===== src/rtl/uart_pkg.sv =====
// uart_pkg: shared definitions for the memory-mapped UART transmitter.
//   - FSM state encoding
//   - register offsets, decoded from Address_i[3:2]
//   - STATUS bit positions
package uart_pkg;

    typedef enum logic [2:0] {
        ST_IDLE,
        ST_START,
        ST_DATA,
        ST_PARITY,
        ST_STOP
    } uart_state_e;

    localparam logic [1:0] REG_TXDATA = 2'd0;
    localparam logic [1:0] REG_STATUS = 2'd1;
    localparam logic [1:0] REG_BAUD   = 2'd2;

    localparam int STAT_BUSY    = 0;
    localparam int STAT_FULL    = 1;
    localparam int STAT_EMPTY   = 2;
    localparam int STAT_OVF     = 3;
    localparam int STAT_CNT_LSB = 4;

endpackage


===== src/rtl/sync_fifo.sv =====
// sync_fifo: single-clock FIFO used as the UART transmit queue.
// Ports:
//   clk, reset       clock, asynchronous active-low reset
//   push, wdata      enqueue request and data; ignored when full unless popping too
//   pop, rdata       dequeue request; rdata shows the head entry
//   full, empty      occupancy flags
//   count            number of stored entries (0..DEPTH)
module sync_fifo #(
    parameter int WIDTH = 8,
    parameter int DEPTH = 4
) (
    input  logic                     clk,
    input  logic                     reset,
    input  logic                     push,
    input  logic [WIDTH-1:0]         wdata,
    input  logic                     pop,
    output logic [WIDTH-1:0]         rdata,
    output logic                     full,
    output logic                     empty,
    output logic [$clog2(DEPTH):0]   count
);

    localparam int AW = $clog2(DEPTH);
    localparam logic [AW:0]   FULL_CNT = (AW+1)'(DEPTH);
    localparam logic [AW:0]   CNT_ONE  = 1;
    localparam logic [AW-1:0] PTR_ONE  = 1;

    logic [WIDTH-1:0] mem [DEPTH];
    logic [AW-1:0]    wr_ptr, rd_ptr;
    logic             do_push, do_pop;

    assign full    = (count == FULL_CNT);
    assign empty   = (count == '0);
    assign do_pop  = pop & ~empty;
    // A push into a full FIFO still lands when the head leaves on the same edge.
    assign do_push = push & (~full | do_pop);
    assign rdata   = mem[rd_ptr];

    always_ff @(posedge clk) begin
        if (do_push) mem[wr_ptr] <= wdata;
    end

    always_ff @(posedge clk or negedge reset) begin
        if (!reset) begin
            wr_ptr <= '0;
            rd_ptr <= '0;
            count  <= '0;
        end else begin
            if (do_push) wr_ptr <= wr_ptr + PTR_ONE;
            if (do_pop)  rd_ptr <= rd_ptr + PTR_ONE;
            case ({do_push, do_pop})
                2'b10:   count <= count + CNT_ONE;
                2'b01:   count <= count - CNT_ONE;
                default: ;
            endcase
        end
    end

endmodule


===== src/rtl/uart_tx_mmio.sv =====
// uart_tx_mmio: memory-mapped UART transmitter (8N1, LSB first) on the data bus.
// Register map (Address_i[3:2]): 0 TXDATA (W push), 1 STATUS (R, W1C overflow),
//   2 BAUD_DIV (R/W [15:0], 0 stored as 1), 3 reserved.
// Ports:
//   clk, reset               clock, asynchronous active-low reset
//   sel_i                    address decoder hit
//   Mem_Write_i, Mem_Read_i  store / load strobes
//   Address_i, Write_Data_i  bus address and store data
//   Read_Data_o              combinational load data, 0 unless selected load
//   tx_o                     serial line, idle high
//   irq_o                    FIFO empty and transmitter idle
// Build option: define UART_TX_PARITY_EN to append an even-parity bit (11-bit frame).
module uart_tx_mmio
    import uart_pkg::*;
#(
    parameter int FIFO_DEPTH  = 4,
    parameter int DEFAULT_DIV = 434
) (
    input  logic        clk,
    input  logic        reset,
    input  logic        sel_i,
    input  logic        Mem_Write_i,
    input  logic        Mem_Read_i,
    input  logic [31:0] Address_i,
    input  logic [31:0] Write_Data_i,
    output logic [31:0] Read_Data_o,
    output logic        tx_o,
    output logic        irq_o
);

    localparam int CW = $clog2(FIFO_DEPTH) + 1;

    uart_state_e state, state_nxt;
    logic [15:0] baud_div, baud_cnt;
    logic [7:0]  shreg, fifo_rdata;
    logic [2:0]  bit_cnt;
    logic        overflow;
    logic        fifo_full, fifo_empty, fifo_push, fifo_pop;
    logic [CW-1:0] fifo_count;
    logic        frame_load, bit_shift, bit_done, bus_wr;
    logic [1:0]  reg_sel;
    logic [31:0] rd_mux;
`ifdef UART_TX_PARITY_EN
    logic        par_bit;
`endif

    logic unused_bits;
    assign unused_bits = ^{Address_i[31:4], Address_i[1:0], Write_Data_i[31:16]};

    assign reg_sel   = Address_i[3:2];
    assign bus_wr    = sel_i & Mem_Write_i;
    assign fifo_push = bus_wr & (reg_sel == REG_TXDATA);
    assign bit_done  = (baud_cnt == 16'd1);

    sync_fifo #(.WIDTH(8), .DEPTH(FIFO_DEPTH)) u_fifo (
        .clk   (clk),
        .reset (reset),
        .push  (fifo_push),
        .wdata (Write_Data_i[7:0]),
        .pop   (fifo_pop),
        .rdata (fifo_rdata),
        .full  (fifo_full),
        .empty (fifo_empty),
        .count (fifo_count)
    );

    // Register writes
    always_ff @(posedge clk or negedge reset) begin
        if (!reset) begin
            baud_div <= 16'(DEFAULT_DIV);
            overflow <= 1'b0;
        end else begin
            if (fifo_push & fifo_full & ~fifo_pop)
                overflow <= 1'b1;
            else if (bus_wr & (reg_sel == REG_STATUS) & Write_Data_i[STAT_OVF])
                overflow <= 1'b0;
            if (bus_wr & (reg_sel == REG_BAUD))
                baud_div <= (Write_Data_i[15:0] == 16'd0) ? 16'd1 : Write_Data_i[15:0];
        end
    end

    // Read mux
    always_comb begin
        rd_mux = '0;
        case (reg_sel)
            REG_STATUS: begin
                rd_mux[STAT_CNT_LSB +: 4] = 4'(fifo_count);
                rd_mux[STAT_OVF]          = overflow;
                rd_mux[STAT_EMPTY]        = fifo_empty;
                rd_mux[STAT_FULL]         = fifo_full;
                rd_mux[STAT_BUSY]         = (state != ST_IDLE);
            end
            REG_BAUD: rd_mux[15:0] = baud_div;
            default:  rd_mux = '0;
        endcase
    end

    assign Read_Data_o = (sel_i & Mem_Read_i) ? rd_mux : 32'd0;
    assign irq_o       = fifo_empty & (state == ST_IDLE);

    // FSM
    always_ff @(posedge clk or negedge reset) begin
        if (!reset) state <= ST_IDLE;
        else        state <= state_nxt;
    end

    always_comb begin
        state_nxt  = state;
        fifo_pop   = 1'b0;
        frame_load = 1'b0;
        bit_shift  = 1'b0;
        tx_o       = 1'b1;
        case (state)
            ST_IDLE: begin
                if (!fifo_empty) begin
                    state_nxt  = ST_START;
                    fifo_pop   = 1'b1;
                    frame_load = 1'b1;
                end
            end
            ST_START: begin
                tx_o = 1'b0;
                if (bit_done) state_nxt = ST_DATA;
            end
            ST_DATA: begin
                tx_o = shreg[0];
                if (bit_done) begin
                    bit_shift = 1'b1;
`ifdef UART_TX_PARITY_EN
                    if (bit_cnt == 3'd7) state_nxt = ST_PARITY;
`else
                    if (bit_cnt == 3'd7) state_nxt = ST_STOP;
`endif
                end
            end
`ifdef UART_TX_PARITY_EN
            ST_PARITY: begin
                tx_o = par_bit;
                if (bit_done) state_nxt = ST_STOP;
            end
`endif
            ST_STOP: begin
                // Next frame starts on the stop boundary itself: no idle gap.
                if (bit_done) begin
                    if (!fifo_empty) begin
                        state_nxt  = ST_START;
                        fifo_pop   = 1'b1;
                        frame_load = 1'b1;
                    end else begin
                        state_nxt  = ST_IDLE;
                    end
                end
            end
            default: state_nxt = ST_IDLE;
        endcase
    end

    // Baud counter and shift register; the divider is sampled at every reload,
    // so a mid-frame BAUD_DIV write takes effect from the next bit.
    always_ff @(posedge clk or negedge reset) begin
        if (!reset) begin
            shreg    <= '0;
            bit_cnt  <= '0;
            baud_cnt <= 16'd1;
        end else if (frame_load) begin
            shreg    <= fifo_rdata;
            bit_cnt  <= '0;
            baud_cnt <= baud_div;
        end else if (state != ST_IDLE) begin
            baud_cnt <= bit_done ? baud_div : (baud_cnt - 16'd1);
            if (bit_shift) begin
                shreg   <= {1'b0, shreg[7:1]};
                bit_cnt <= bit_cnt + 3'd1;
            end
        end
    end

`ifdef UART_TX_PARITY_EN
    always_ff @(posedge clk or negedge reset) begin
        if (!reset)          par_bit <= 1'b0;
        else if (frame_load) par_bit <= ^fifo_rdata;
    end
`endif

endmodule


===== config.mk =====
export PLATFORM = sky130hd
export DESIGN_NAME = uart_tx_mmio
export DESIGN_NICKNAME = d
export VERILOG_FILES = /design/src/rtl/uart_pkg.sv /design/src/rtl/sync_fifo.sv /design/src/rtl/uart_tx_mmio.sv
export SDC_FILE = /design/constraint.sdc
export NUM_CORES = 1
export LEC_CHECK = 0
export BUFFER_PORTS_ARGS = -buffer_cell sky130_fd_sc_hd__buf_4
export CAP_MARGIN = 0
export CORE_MARGIN = 5
export CORE_UTILIZATION = 54
export CTS_CLUSTER_DIAMETER = 120
export DETAILED_ROUTE_END_ITERATION = 7
export PLACE_DENSITY = 0.8
export REMOVE_ABC_BUFFERS = 1
export SETUP_SLACK_MARGIN = 0.1
export SLEW_MARGIN = 40
export SYNTH_ARGS = -nofsm -noshare
export SYNTH_HDL_FRONTEND = slang
export SYNTH_SLANG_ARGS = --single-unit

===== constraint.sdc =====
create_clock -name clk -period 3.2 [get_ports clk]
set_input_delay 0.16 -clock clk [delete_from_list [all_inputs] [get_ports clk]]
set_output_delay 0.16 -clock clk [all_outputs]
set_load 0.02 [all_outputs]

Word level (Yosys, flattened, before mapping)

Memory sizes are Yosys's and may differ from the RTL's.
Index checks and enable logic that the tools add are counted.

Register bits: 54
Memory bits (writable): 32
Input port bits: 69
Output and inout bits: 34
Memories kept: 1

Memory list:

| name       | words | bits a word | rd ports | clocked after memory_dff | write ports | line            | source |
|---|---|---|---|---|---|---|---|
| u_fifo.mem | 4     | 8           | 1        | 0                        | 1           | sync_fifo.sv:28 | `logic [WIDTH-1:0] mem [DEPTH];` |

$add $sub $neg: 6
Equal/unequal tests: 15
Mux-type cells: 31
Bitwise logic cells: 15
Reductions and logical operators: 11

Operators with widths:

| cell                                                  | number |
|---|---|
| 2-to-1 mux 16 bit                                     | 5 |
| 2-to-1 mux 8 bit                                      | 4 |
| 2-to-1 mux 3 bit                                      | 8 |
| equality test 16 x 1 -> 1 bit (second input constant) | 1 |
| zero test 16 bit                                      | 1 |
| one-hot mux 8 bit (2 select lines)                    | 1 |
| subtractor 16 x 1 -> 16 bit (second input constant)   | 1 |
| one-hot mux 3 bit (4 select lines)                    | 1 |
| AND 1 bit                                             | 11 |
| inequality test 2 bit (second input constant)         | 5 |
| equality test 3 bit (second input constant)           | 3 |
| 2-to-1 mux 1 bit                                      | 9 |
| nonzero test 2 bit                                    | 4 |
| adder 3 x 1 -> 3 bit (second input constant)          | 2 |
| zero test 3 bit                                       | 2 |
| one-hot mux 3 bit (2 select lines)                    | 1 |
| AND reduction 5 bit                                   | 1 |
| adder 2 x 1 -> 2 bit (second input constant)          | 2 |
| equality test 2 x 1 -> 1 bit (second input constant)  | 2 |
| equality test 2 bit (second input constant)           | 2 |
| one-hot mux 1 bit (2 select lines)                    | 2 |
| equality test 3 x 1 -> 1 bit (second input constant)  | 1 |
| equality test 3 x 2 -> 1 bit (second input constant)  | 1 |
| inverter 1 bit                                        | 3 |
| 5 further kinds                                       | 5 |

Logic depth before layout (Yosys ltp)

Gate-level depths: netlist (run 1).

Depth after elaboration: 9
Gate-level depth with buffers: 13
Gate-level depth less buffers: 13

Hierarchy

Synthesis (run 1) repeated with hierarchy kept, for this count alone.

Cell total of the unflattened synthesis: 374
Area total of the unflattened synthesis: 4416.7 µm²

By module, submodules not included:

| module       | instances | cells each | area each (µm²) | sequential area each (µm²) |
|---|---|---|---|---|
| uart_tx_mmio | 1         | 294        | 2829.0          | 1183.6 |
| sync_fifo    | 1         | 80         | 1587.8          | 1136.1 |

Worst setup path before layout (run 1)

Ideal clock, no wire load.

Path kind: register -> register
Start: register baud_cnt[0]
End: register u_fifo.count[2]
Library setup time: 0.079 ns
Data arrival time: 2.443 ns
Path slack: 0.678 ns
Cell stages (with the launch flop): 12
Buffers on the path: 1
Cell sequence: dfstp_2 -> ha_1 -> nor4b_2 -> nand4_2 -> a21oi_4 -> buf_6 -> ha_1 -> inv_1 -> fa_1 -> xor2_1 -> nor2_1 -> xor2_1

Cells in the longest elaborated chain, start to end: 8
Elaborated cells between the ends (all ways): 10

RTL lines:

| element                                                                         | line                | source |
|---|---|---|
| from (decl)                                                                     | uart_tx_mmio.sv:34  | `logic [15:0] baud_div, baud_cnt;` |
| from (signal assigned)                                                          | uart_tx_mmio.sv:168 | `baud_cnt <= baud_div;` |
| from (signal assigned)                                                          | uart_tx_mmio.sv:170 | `baud_cnt <= bit_done ? baud_div : (baud_cnt - 16'd1);` |
| equality test 16 x 1 -> 1 bit (*)                                               | uart_tx_mmio.sv:53  | `assign bit_done = (baud_cnt == 16'd1);` |
| 2-to-1 mux 1 bit (*)                                                            | uart_tx_mmio.sv:144 | `if (bit_done) begin` |
| one-hot mux 1 bit (2 select lines) (*)                                          | uart_tx_mmio.sv:113 | `case (state)` |
| AND 1 bit (*)                                                                   | sync_fifo.sv:34     | `assign do_pop = pop & ~empty;` |
| net u_fifo.do_pop                                                               | sync_fifo.sv:30     | `logic do_push, do_pop;` |
| bitwise OR 1 bit                                                                | sync_fifo.sv:36     | `assign do_push = push & (~full \| do_pop);` |
| AND 1 bit                                                                       | sync_fifo.sv:36     |  |
| equality test 2 x 1 -> 1 bit / equality test 2 bit (equally long branches)      | sync_fifo.sv:51     | `case ({do_push, do_pop})` |
| one-hot mux 3 bit (2 select lines) / nonzero test 2 bit (equally long branches) | --                  |  |
| to (signal assigned)                                                            | sync_fifo.sv:52     | `2'b10: count <= count + CNT_ONE;` |
| to (signal assigned)                                                            | sync_fifo.sv:53     | `2'b01: count <= count - CNT_ONE;` |
| to (decl)                                                                       | sync_fifo.sv:20     | `output logic [$clog2(DEPTH):0] count` |

The timed path passes the listed nets; every way through them passes the cells marked *.
A chain may end at the register's enable or synchronous reset.

Final worst setup path (run 1)

Start: register baud_cnt[0]
End: register u_fifo.count[1]

Cells in the longest elaborated chain, start to end: 8
Elaborated cells between the ends (all ways): 10

RTL lines:

| element                                                                         | line |
|---|---|
| equality test 16 x 1 -> 1 bit (*)                                               | uart_tx_mmio.sv:53 |
| 2-to-1 mux 1 bit (*)                                                            | uart_tx_mmio.sv:144 |
| one-hot mux 1 bit (2 select lines) (*)                                          | uart_tx_mmio.sv:113 |
| AND 1 bit (*)                                                                   | sync_fifo.sv:34 |
| bitwise OR 1 bit                                                                | sync_fifo.sv:36 |
| AND 1 bit                                                                       | sync_fifo.sv:36 |
| equality test 2 x 1 -> 1 bit / equality test 2 bit (equally long branches)      | sync_fifo.sv:51 |
| one-hot mux 3 bit (2 select lines) / nonzero test 2 bit (equally long branches) | -- |

Every way passes the cells marked *; elsewhere a longest branch is shown, timed or not.

==> results.py, run 1 <==
metrics = {
    "logic_synthesis": {
        "synth_mux_area_frac": 0.1039,
        "synth_seq_cells": 86,
        "synth_compound_area_frac": 0.1175,
        "netlist_area_um2": 4442,
        "synthFlopType": "dfrtp_1",
        "yosysUniqueCellTypes": 59,
        "yosys.area_share.simple": 0.1369,
        "synthXorXnorAreaFrac": 0.01183,
        "synthCells": 377,
        "async_flop_share": 0.6279,
        "avgSynthCellArea_um2": 11.78,
        "synth_top_family_by_area": "simple AND/OR/NAND/NOR gates",
        "synth_fa_ha_area_frac": 0.03831,
        "ys_warn_count": 0,
        "synth-edff-count": 32,
        "seq_area_frac_synth": 0.5223,
    },
    "min_path": {
        "min_from": "Write_Data_i[4]",
        "hp-class": "input port to flop",
        "hold_path_depth": 1,
        "hold_end": "u_fifo.mem[1][4]",
    },
    "clock_network": {
        "cts_made_buffers": 9,
        "htree_levels": 3,
        "cts_sinks": 86,
        "cts_root_buf": "clkbuf_8",
        "cts_tree": "done",
        "clk-insertion-delay-late_ns": 0.36,
        "clk_path_buf_depth": 2,
        "clk_pin_slew_worst_paths_ns": 0.09,
        "post_cts_resized": 0,
    },
    "critical_path": {
        "cpPeakStageDelay_ns": 0.57,
        "r2r_slack_ns": 0.46,
        "crit_chain": "ha_1, nor4b_2, nand4_2, a21oi_4, o2111a_4, inv_1, ha_1, inv_1, fa_1, o21ai_0",
        "critical_path_class": "flop to flop",
        "r2r_cells": 10,
        "path_max_fanout": 7,
        "rr_startpoint": "baud_cnt[0]",
        "slowest_stage": "dfstp_2",
        "end_kind": "flop",
        "start_kind": "flop",
        "r2r_end": "u_fifo.count[1]",
        "required_ns": 3.49,
        "arrival_ns": 3.03,
    },
    "finish": {
        "nets": 494,
        "layout-drive-gt1-share": 0.2446,
        "diodes": 0,
        "final_common_cell": "dfrtp_1",
        "syn_to_final_growth_pct": 11.24,
        "mostFrequentLayoutCells": "dfrtp_1 (48), buf_4 (43), edfxtp_1 (32)",
        "final_cell_area_um2": 4941,
    },
    "sta": {
        "maxSlewHeadroom": 0.5382,
        "fin_crit_ns": 2.738,
        "drv_slew": 0,
        "fin_skew_ns": 0.01082,
        "period_share": 0.8557,
        "fmax_mhz": 365.2,
        "setup_viol": 0,
        "tightest_slew_ns": 0.6927,
        "hold_viol": 0,
        "tns_ns": 0,
        "rsz0062_at_grt": "no",
    },
    "placement": {
        "gp_congestion": 0.8966,
        "hpwl_um": 6475,
        "place_area_um2": 4712,
        "port_buffers": 40,
    },
    "global_routing": {
        "grt_pass1_wl_um": 15120,
        "antenna_found_initial": 0,
        "track_usage": 0.1907,
        "grt_pass1_vias": 2985,
        "grt_max_degree": 55,
        "grt_overflow": 0,
    },
    "floorplanning": {
        "die_w_um": 100.7,
        "start_util": 0.5461,
        "die_area_um2": 10140,
        "die_y_um": 100.7,
        "core-area_um2": 8134,
        "placementRows": 33,
        "io_pins": 103,
    },
    "route": {
        "dr.pass1.iters": 5,
        "routed_wl_um": 9170,
        "vias": 3074,
        "drt_iter0_drc": 264,
        "wire_per_inst_um": 17.57,
        "drc": 0,
        "viasPerCell": 5.889,
        "ant_nets": 0,
    },
    "power_and_ir_drop": {
        "p_sw_frac": 0.3344,
        "p_leak_nw": 2.054,
        "p_int_mw": 2.152,
        "combPwrFrac": 0.229,
        "power_frac_seq": 0.528,
        "p_switching_mw": 1.082,
        "clkPwrFrac": 0.243,
        "vdd_drop_max_mv": 0.3369,
        "power_density_nw_per_um2": 654.5,
    },
    "flow_run": {
        "maxCapViolCount": 0,
    },
    "outcome": {
        "outcome": "complete, no violations",
    },
}
cells in the mapped netlist, types with 3 or more instances:
cell type | count | area, um^2
dfrtp_1 | 48 | 1201
edfxtp_1 | 32 | 960.9
nor2_1 | 24 | 90.09
a21oi_1 | 23 | 115.1
buf_4 | 18 | 135.1
inv_1 | 17 | 63.81
mux2_2 | 16 | 180.2
o21ai_0 | 15 | 75.07
and2_1 | 14 | 87.58
ha_1 | 12 | 150.1
nand2_1 | 12 | 45.04
a22oi_1 | 9 | 67.56
mux2i_1 | 9 | 90.09
nand3_1 | 9 | 45.04
nor3_1 | 9 | 45.04
mux4_2 | 8 | 180.2
clkbuf_1 | 7 | 26.28
buf_2 | 6 | 30.03
dfstp_2 | 6 | 157.7
nor4_1 | 6 | 37.54
and3_1 | 5 | 31.28
nand4_1 | 5 | 31.28
a31oi_1 | 4 | 25.02
buf_6 | 4 | 45.04
nand2b_1 | 4 | 25.02
a22o_1 | 3 | 26.28
o211ai_1 | 3 | 22.52
o22ai_1 | 3 | 18.77
or3_1 | 3 | 18.77
xnor2_1 | 3 | 26.28
xor2_1 | 3 | 26.28
critical path, delay by kind of cell, from the launching register on:
family / cells / cell delay, ns
fa+ha+maj: 3 / 0.75
flops: 1 / 0.57
compound gates: 3 / 0.77
simple gates: 2 / 0.44
buf+inv: 2 / 0.13
power groups by stage:
stage	Sequential [mW]	Combinational (mW)	Clock [mW]
3_5_place_dp	1.72	0.737	0
4_1_cts	1.70	0.742	0.796
3_3_place_gp	1.71	0.702	0
6_report	1.71	0.740	0.787
2_1_floorplan	1.63	0.574	0
5_1_grt	1.75	0.833	0.853
how the worst max path moves through the flow:
stage                startpoint  slack [ns]              end
global route        baud_cnt[1]        0.36  u_fifo.count[2]
detailed placement  baud_cnt[0]        0.48  u_fifo.count[2]
finish              baud_cnt[0]        0.46  u_fifo.count[1]
floorplan           baud_cnt[0]        0.17  u_fifo.count[1]
CTS                 baud_cnt[0]        0.46  u_fifo.count[1]
global placement    baud_cnt[0]        0.56  u_fifo.count[2]
per-stage QoR:
stage            util  hold slack (ns)  power, mW  std cells  setup WS (ns)
4_1_cts        0.6056         0.007537      3.243        521         0.4610
3_3_place_gp   0.5793           0.2426      2.409        504         0.5566
2_1_floorplan       -          -0.1356      2.201        356         0.1676
6_report       0.6074          0.01507      3.234        522         0.4619
3_5_place_dp   0.5793           0.2481      2.460        504         0.4798
5_1_grt        0.6074        0.0007934      3.438        522         0.3604
cell type report:
type                    count  area (um^2)
clock buffers               9        123.9
clock inverters             7        80.08
fillers                   657         3193
inverters                  17        63.81
multi-input cells         253         1879
flip-flops and latches     86         2320
well taps                 105        131.4
repair buffers             45        342.8
cell families after synthesis:
family | Yosys count
flip-flops | 86
AO/OA/AOI/OAI | 77
AND/OR/NAND/NOR | 107
other | 1
XOR/XNOR | 6
buffers and inverters | 53
multiplexers | 34
adder cells (fa/ha/maj) | 13
metal layers:
layer | track usage | vias to the layer above | wire length (um)
li1 | - | 1420 | -
met1 | 0.2579 | 1523 | 3899
met2 | 0.3139 | 120 | 4645
met3 | 0.03460 | 11 | 524
met4 | 0.05907 | 0 | 100
met5 | 0 | - | 0
repair_timing:
item,CTS,global route
buffers inserted,0,0
endpoints found under the hold margin,48,1
setup endpoints to repair,0,0
hold buffers,1,1
sequential cells by signal, indices dropped and copies added, names as in the netlist:
signal         count
state              3
baud_cnt          16
u_fifo.rd_ptr      2
bit_cnt            3
u_fifo.count       3
baud_div          16
shreg              8
u_fifo.wr_ptr      2
overflow           1
u_fifo.mem        32
(Power assumes the default switching activity.)
==> run 2, diff against run 1 <==
--- a/config.mk
+++ b/config.mk
@@ -12,9 +12,11 @@
 export CTS_CLUSTER_DIAMETER = 120
 export DETAILED_ROUTE_END_ITERATION = 7
 export PLACE_DENSITY = 0.8
+export RECOVER_POWER = 25
 export REMOVE_ABC_BUFFERS = 1
 export SETUP_SLACK_MARGIN = 0.1
 export SLEW_MARGIN = 40
 export SYNTH_ARGS = -nofsm -noshare
 export SYNTH_HDL_FRONTEND = slang
+export SYNTH_HIERARCHICAL = 1
 export SYNTH_SLANG_ARGS = --single-unit
==> run 2 against run 1 <==
  * Non-clock buffer count up 1
  * Design area up 0.13%
  * Via count up 1.2%
  * Clock power down 6.1%
  * Fmax down 6.8%
  * Critical path type unchanged
  * Largest cell class unchanged
==> results.py, run 2 <==
metrics = {
    "clock_network": {
        "cts_sinks": 86,
        "cts_root_buf": "clkbuf_8",
        "htree_levels": 3,
        "cts_tree": "done",
        "clk_path_buf_depth": 2,
        "clk_pin_slew_worst_paths_ns": 0.09,
        "cts_setup_buffers": 0,
        "clk-insertion-delay-late_ns": 0.36,
        "cts_made_buffers": 9,
    },
    "finish": {
        "multi_input_area_um2": 1923,
        "final_common_cell": "dfrtp_1",
        "top_regs": "u_fifo/mem x32, baud_cnt x16, baud_div x16",
        "largest_reg_flops": 32,
        "layout-drive-gt1-share": 0.2470,
        "fillers": 681,
        "diodes": 0,
        "nets": 498,
        "regArea_um2": 2321,
        "syn_to_final_growth_pct": 12.01,
        "top_register": "u_fifo/mem",
        "mostFrequentLayoutCells": "dfrtp_1 (47), buf_4 (35), edfxtp_1 (32)",
    },
    "logic_synthesis": {
        "synth.most_common_cell": "dfrtp_1",
        "synthTopCellsByArea": "dfrtp_1 (27%), edfxtp_1 (22%), mux4_2 (4.1%)",
        "synth_seq_cells": 86,
        "netlist_area_um2": 4417,
        "synth_area_leader_cell": "dfrtp_1",
        "seq_area_frac_synth": 0.5252,
        "synthTopCellsByCount": "dfrtp_1 (48), edfxtp_1 (32), nand2_1 (25)",
        "yosysUniqueCellTypes": 68,
        "synthFlopType": "dfrtp_1",
        "ys_warn_count": 6,
        "avgSynthCellArea_um2": 11.81,
        "synthCells": 374,
        "synth-edff-count": 32,
        "yosys.area.top_type_share": 0.2720,
        "async_flop_share": 0.6279,
    },
    "route": {
        "ant_nets": 0,
        "drt_iter0_drc": 263,
        "viasPerCell": 5.916,
        "drc": 0,
        "routed_wl_um": 9748,
        "vias": 3112,
        "wire_per_inst_um": 18.53,
        "dr.pass1.iters": 5,
    },
    "critical_path": {
        "end_kind": "flop",
        "cpPeakStageDelay_ns": 0.60,
        "start_kind": "flop",
        "critical_path_class": "flop to flop",
        "arrival_ns": 3.22,
        "r2r_slack_ns": 0.26,
        "crit_chain": "or4_4, nor4b_4, a21oi_2, inv_1, o31a_2, ha_1, inv_1, fa_1, xor2_1, nor2_1, xor2_1",
        "path_max_fanout": 4,
        "required_ns": 3.48,
        "slowest_stage": "or4_4",
    },
    "global_routing": {
        "grt_max_degree": 55,
        "antenna_found_initial": 0,
        "track_usage": 0.2079,
        "grt_pass1_vias": 3169,
        "grt_pass1_wl_um": 16250,
        "grt_overflow": 0,
    },
    "floorplanning": {
        "die_w_um": 100.4,
        "die_area_um2": 10090,
        "io_pins": 103,
        "core-area_um2": 8093,
        "placementRows": 33,
        "die_y_um": 100.4,
        "start_util": 0.5458,
    },
    "sta": {
        "maxSlewHeadroom": 0.1028,
        "period_share": 0.9176,
        "hold_viol": 0,
        "rsz0062_at_grt": "no",
        "drv_slew": 0,
        "fin_crit_ns": 2.936,
        "hold_ws_ns": 0.03835,
        "fin_skew_ns": 0.006964,
        "setup_viol": 0,
        "tns_ns": 0,
        "tightest_slew_ns": 1.346,
        "setup_ws_ns": 0.2637,
        "fmax_mhz": 340.6,
    },
    "power_and_ir_drop": {
        "power_density_nw_per_um2": 569.8,
        "vdd_drop_max_mv": 0.3808,
        "p_leak_nw": 1.981,
    },
    "placement": {
        "gp_congestion": 0.9036,
        "dp_slack_ns": 0.2443,
        "port_buffers": 40,
        "hpwl_um": 7017,
    },
    "outcome": {
        "outcome": "complete, no violations",
    },
    "flow_run": {
        "maxCapViolCount": 0,
    },
    "min_path": {
        "hp-class": "input port to flop",
    },
}
## run 2: changes by cell type in the layout (fill, tap and decap cells not counted), sizes merged, moves of 3 or more
cell,before,now
a21oi,25,13
nand2,14,26
clkbuf,9,18
buf,43,35
nand3,9,16
nor2,24,18
o21a,2,8
a32oi,0,5
mux2i,9,4
o22a,2,7
a22o,3,0
o31a,0,3
## run 2: per-layer routing
| metal | routed length [um] | part of all wire | track usage | vias to the layer above |
|---|---|---|---|---|
| met5 | 0 | 0 | 0 | - |
| met4 | 334 | 0.034 | 0.09016 | 0 |
| met3 | 609 | 0.062 | 0.04031 | 26 |
| met2 | 4686 | 0.48 | 0.3282 | 114 |
| met1 | 4118 | 0.42 | 0.2809 | 1518 |
| li1 | - | - | - | 1454 |
## run 2: cell families after synthesis
logic type | synth area share
AOI/OAI and AO/OA | 0.1289
xor gates and xnor gates | 0.01190
adders and majority gates | 0.03853
buffers and inverters | 0.05666
DFF | 0.5252
muxes | 0.09150
other | 0.0008490
and+or+nand+nor | 0.1465
## run 2: final timing paths
kind / from / endpoint / depth (start not counted)
worst max-delay path: baud_cnt[4] / u_fifo/count[2] / 11
worst min-delay path: Write_Data_i[8] / baud_div[8] / 2
worst max register to register: baud_cnt[4] / u_fifo/count[2] / 11
worst min register to register: shreg[1] / shreg[1] / 1
max in group asynchronous: reset / baud_cnt[2] / 2
min in group asynchronous: reset / baud_cnt[13] / 2
## run 2: layout make-up
class | instances | area share
inverters | 17 | 0.01290
well taps | 105 | 0.02656
repair buffers | 46 | 0.06424
flip-flops and latches | 86 | 0.4691
multi-input cells | 256 | 0.3887
clock inverters | 7 | 0.01340
clock buffers | 9 | 0.02504
## run 2: worst max-delay path, delay by kind of cell, from the launching register on
kind	cells	cell delay [ns]
compound gates	2	0.32
xor+xnor	2	0.32
fa+ha+maj	2	0.58
buf+inv	2	0.19
flops	1	0.43
simple gates	3	1.01
## run 2: power breakdown
group          total [mW]  internal [mW]  switching, mW
logic               0.551          0.256          0.295
registers            1.53           1.32          0.208
clock network       0.739          0.302          0.437
## run 2: metrics by stage
stage,util,cell area [um^2],power [mW],std cells
after floorplan,-,4287,1.867,359
after global placement,0.5867,4748,2.035,508
after detailed placement,0.5867,4748,2.080,508
after CTS,0.6115,4949,2.817,525
after global routing,0.6113,4947,2.973,526
final,0.6113,4947,2.819,526
## run 2: what timing repair did
action / in CTS / in global routing
endpoints found under the setup margin: 0 / 1
gates resized for setup: 0 / 4
hold endpoints to repair: 48 / 3
hold buffers: 1 / 1
==> run 3, diff against run 2 <==
--- a/config.mk
+++ b/config.mk
@@ -18,5 +18,4 @@
 export SLEW_MARGIN = 40
 export SYNTH_ARGS = -nofsm -noshare
 export SYNTH_HDL_FRONTEND = slang
-export SYNTH_HIERARCHICAL = 1
 export SYNTH_SLANG_ARGS = --single-unit
==> run 3 against run 2 <==
  * Die area is 0.51% higher
  * Highest routed layer unchanged
  * Setup slack better by 0.20 ns
  * Sequential share of layout area is 0.34 points higher
  * Wire length is 6.9% lower
==> results.py, run 3 (synthesis gave the netlist of run 1 again) <==
metrics = {
    "power_and_ir_drop": {
        "p_leak_nw": 2.024,
        "power_density_nw_per_um2": 657.5,
        "power.total_mw": 3.227,
        "vdd_drop_max_mv": 0.3394,
    },
    "global_routing": {
        "grt_overflow": 0,
        "grt_pass1_wl_um": 15120,
        "track_usage": 0.1907,
        "antenna_found_initial": 0,
        "grt_pass1_vias": 2985,
        "grt_max_degree": 55,
    },
    "critical_path": {
        "required_ns": 3.49,
        "path_buf_inv": 2,
        "r2r_cells": 10,
        "slowest_stage": "dfstp_2",
        "r2r_end": "u_fifo.count[1]",
        "crit_chain": "ha_1, nor4b_2, nand4_2, a21oi_4, o2111a_4, inv_1, ha_1, inv_1, fa_1, o21ai_0",
        "cpPeakStageDelay_ns": 0.57,
        "rr_startpoint": "baud_cnt[0]",
        "path_max_fanout": 7,
        "arrival_ns": 3.03,
        "r2r_slack_ns": 0.46,
        "end_kind": "flop",
        "start_kind": "flop",
        "critical_path_class": "flop to flop",
        "cp_top_family": "compound AO/OA/AOI/OAI gates",
    },
    "finish": {
        "largest_reg_flops": 32,
        "top_regs": "u_fifo.mem x32, baud_cnt x16, baud_div x16",
        "top_register": "u_fifo.mem",
        "final_cell_area_um2": 4908,
        "mostFrequentLayoutCells": "dfrtp_1 (48), buf_4 (34), edfxtp_1 (32)",
        "diodes": 0,
        "layout-drive-gt1-share": 0.2254,
        "syn_to_final_growth_pct": 10.51,
        "finalCoreUtilization": 0.6034,
        "final_common_cell": "dfrtp_1",
        "nets": 494,
    },
    "route": {
        "dr.pass1.iters": 6,
        "wl_met3_um": 472,
        "vias": 3035,
        "dr_wl_met2_um": 4574,
        "m1WireLength_um": 3934,
        "ant_nets": 0,
        "wire_per_inst_um": 17.39,
        "maxUsedRoutingLayer": "met4",
        "viasPerCell": 5.814,
        "drc": 0,
        "drt_iter0_drc": 214,
        "routed_wl_um": 9079,
    },
    "clock_network": {
        "clk-insertion-delay-late_ns": 0.36,
        "post_cts_resized": 0,
        "clk_pin_slew_worst_paths_ns": 0.09,
        "cts_tree": "done",
        "cts_root_buf": "clkbuf_8",
        "htree_levels": 3,
        "cts_sinks": 86,
        "cts_made_buffers": 9,
        "clk_path_buf_depth": 2,
    },
    "sta": {
        "tightest_slew_ns": 1.355,
        "fin_skew_ns": 0.01086,
        "maxSlewHeadroom": 0.09639,
        "tns_ns": 0,
        "fin_crit_ns": 2.738,
        "fmax_mhz": 365.2,
        "setup_viol": 0,
        "period_share": 0.8557,
        "drv_slew": 0,
        "hold_viol": 0,
        "rsz0062_at_grt": "no",
    },
    "min_path": {
        "hold_path_depth": 2,
        "hp-class": "input port to flop",
        "hold_end": "baud_div[11]",
        "min_from": "Write_Data_i[11]",
    },
    "placement": {
        "gp_congestion": 0.8966,
        "place_area_um2": 4712,
        "hpwl_um": 6475,
        "port_buffers": 40,
    },
    "floorplanning": {
        "placementRows": 33,
        "io_pins": 103,
        "die_area_um2": 10140,
        "die_w_um": 100.7,
        "core-area_um2": 8134,
        "start_util": 0.5461,
        "die_y_um": 100.7,
    },
    "outcome": {
        "outcome": "complete, no violations",
    },
    "flow_run": {
        "maxCapViolCount": 0,
    },
}
==> run 3: cell types whose count changed in the layout (fill, tap and decap cells not counted), sizes merged, moves of 6 or more <==
cell / delta
nor2: +6
a21oi: +12
o21a: -6
nand3: -7
nand2: -12
==> run 3: metrics by stage <==
step / hold WS [ns] / setup WS, ns / instances
CTS: 0.007537 / 0.4610 / 521
finish: 0.03227 / 0.4618 / 522
detailed placement: 0.2481 / 0.4798 / 504
global route: 0.02941 / 0.3604 / 522
global placement: 0.2426 / 0.5566 / 504
floorplan: -0.1356 / 0.1676 / 356
==> run 3: routing by layer <==
metal,track usage,vias to the layer above
met5,0,-
met4,0.05907,0
met3,0.03460,9
met2,0.3139,105
met1,0.2579,1499
li1,-,1422
==> run 3: worst max-delay path by stage <==
stage / from / endpoint / cells past startpoint
after CTS: baud_cnt[0] / u_fifo.count[1] / 10
after global routing: baud_cnt[1] / u_fifo.count[2] / 13
after global placement: baud_cnt[0] / u_fifo.count[2] / 12
after floorplan: baud_cnt[0] / u_fifo.count[1] / 10
after detailed placement: baud_cnt[0] / u_fifo.count[2] / 12
final: baud_cnt[0] / u_fifo.count[1] / 10
==> run 3: cell type report <==
type | count | area (um^2)
clock buffers | 9 | 123.9
inverters | 17 | 63.81
well taps | 105 | 131.4
clock inverters | 7 | 80.08
flip-flops and latches | 86 | 2320
multi-input cells | 253 | 1879
repair buffers | 45 | 310.3
fillers | 664 | 3226
==> run 3: repair_timing <==
action / CTS / global route
hold buffers: 1 / 1
hold endpoints to repair: 48 / 1
setup buffers: 0 / 0
==> run 3: where the power goes <==
part / internal (mW) / switching, mW
Clock: 0.371 / 0.415
Sequential: 1.39 / 0.311
Combinational: 0.382 / 0.354
Total: 2.15 / 1.08
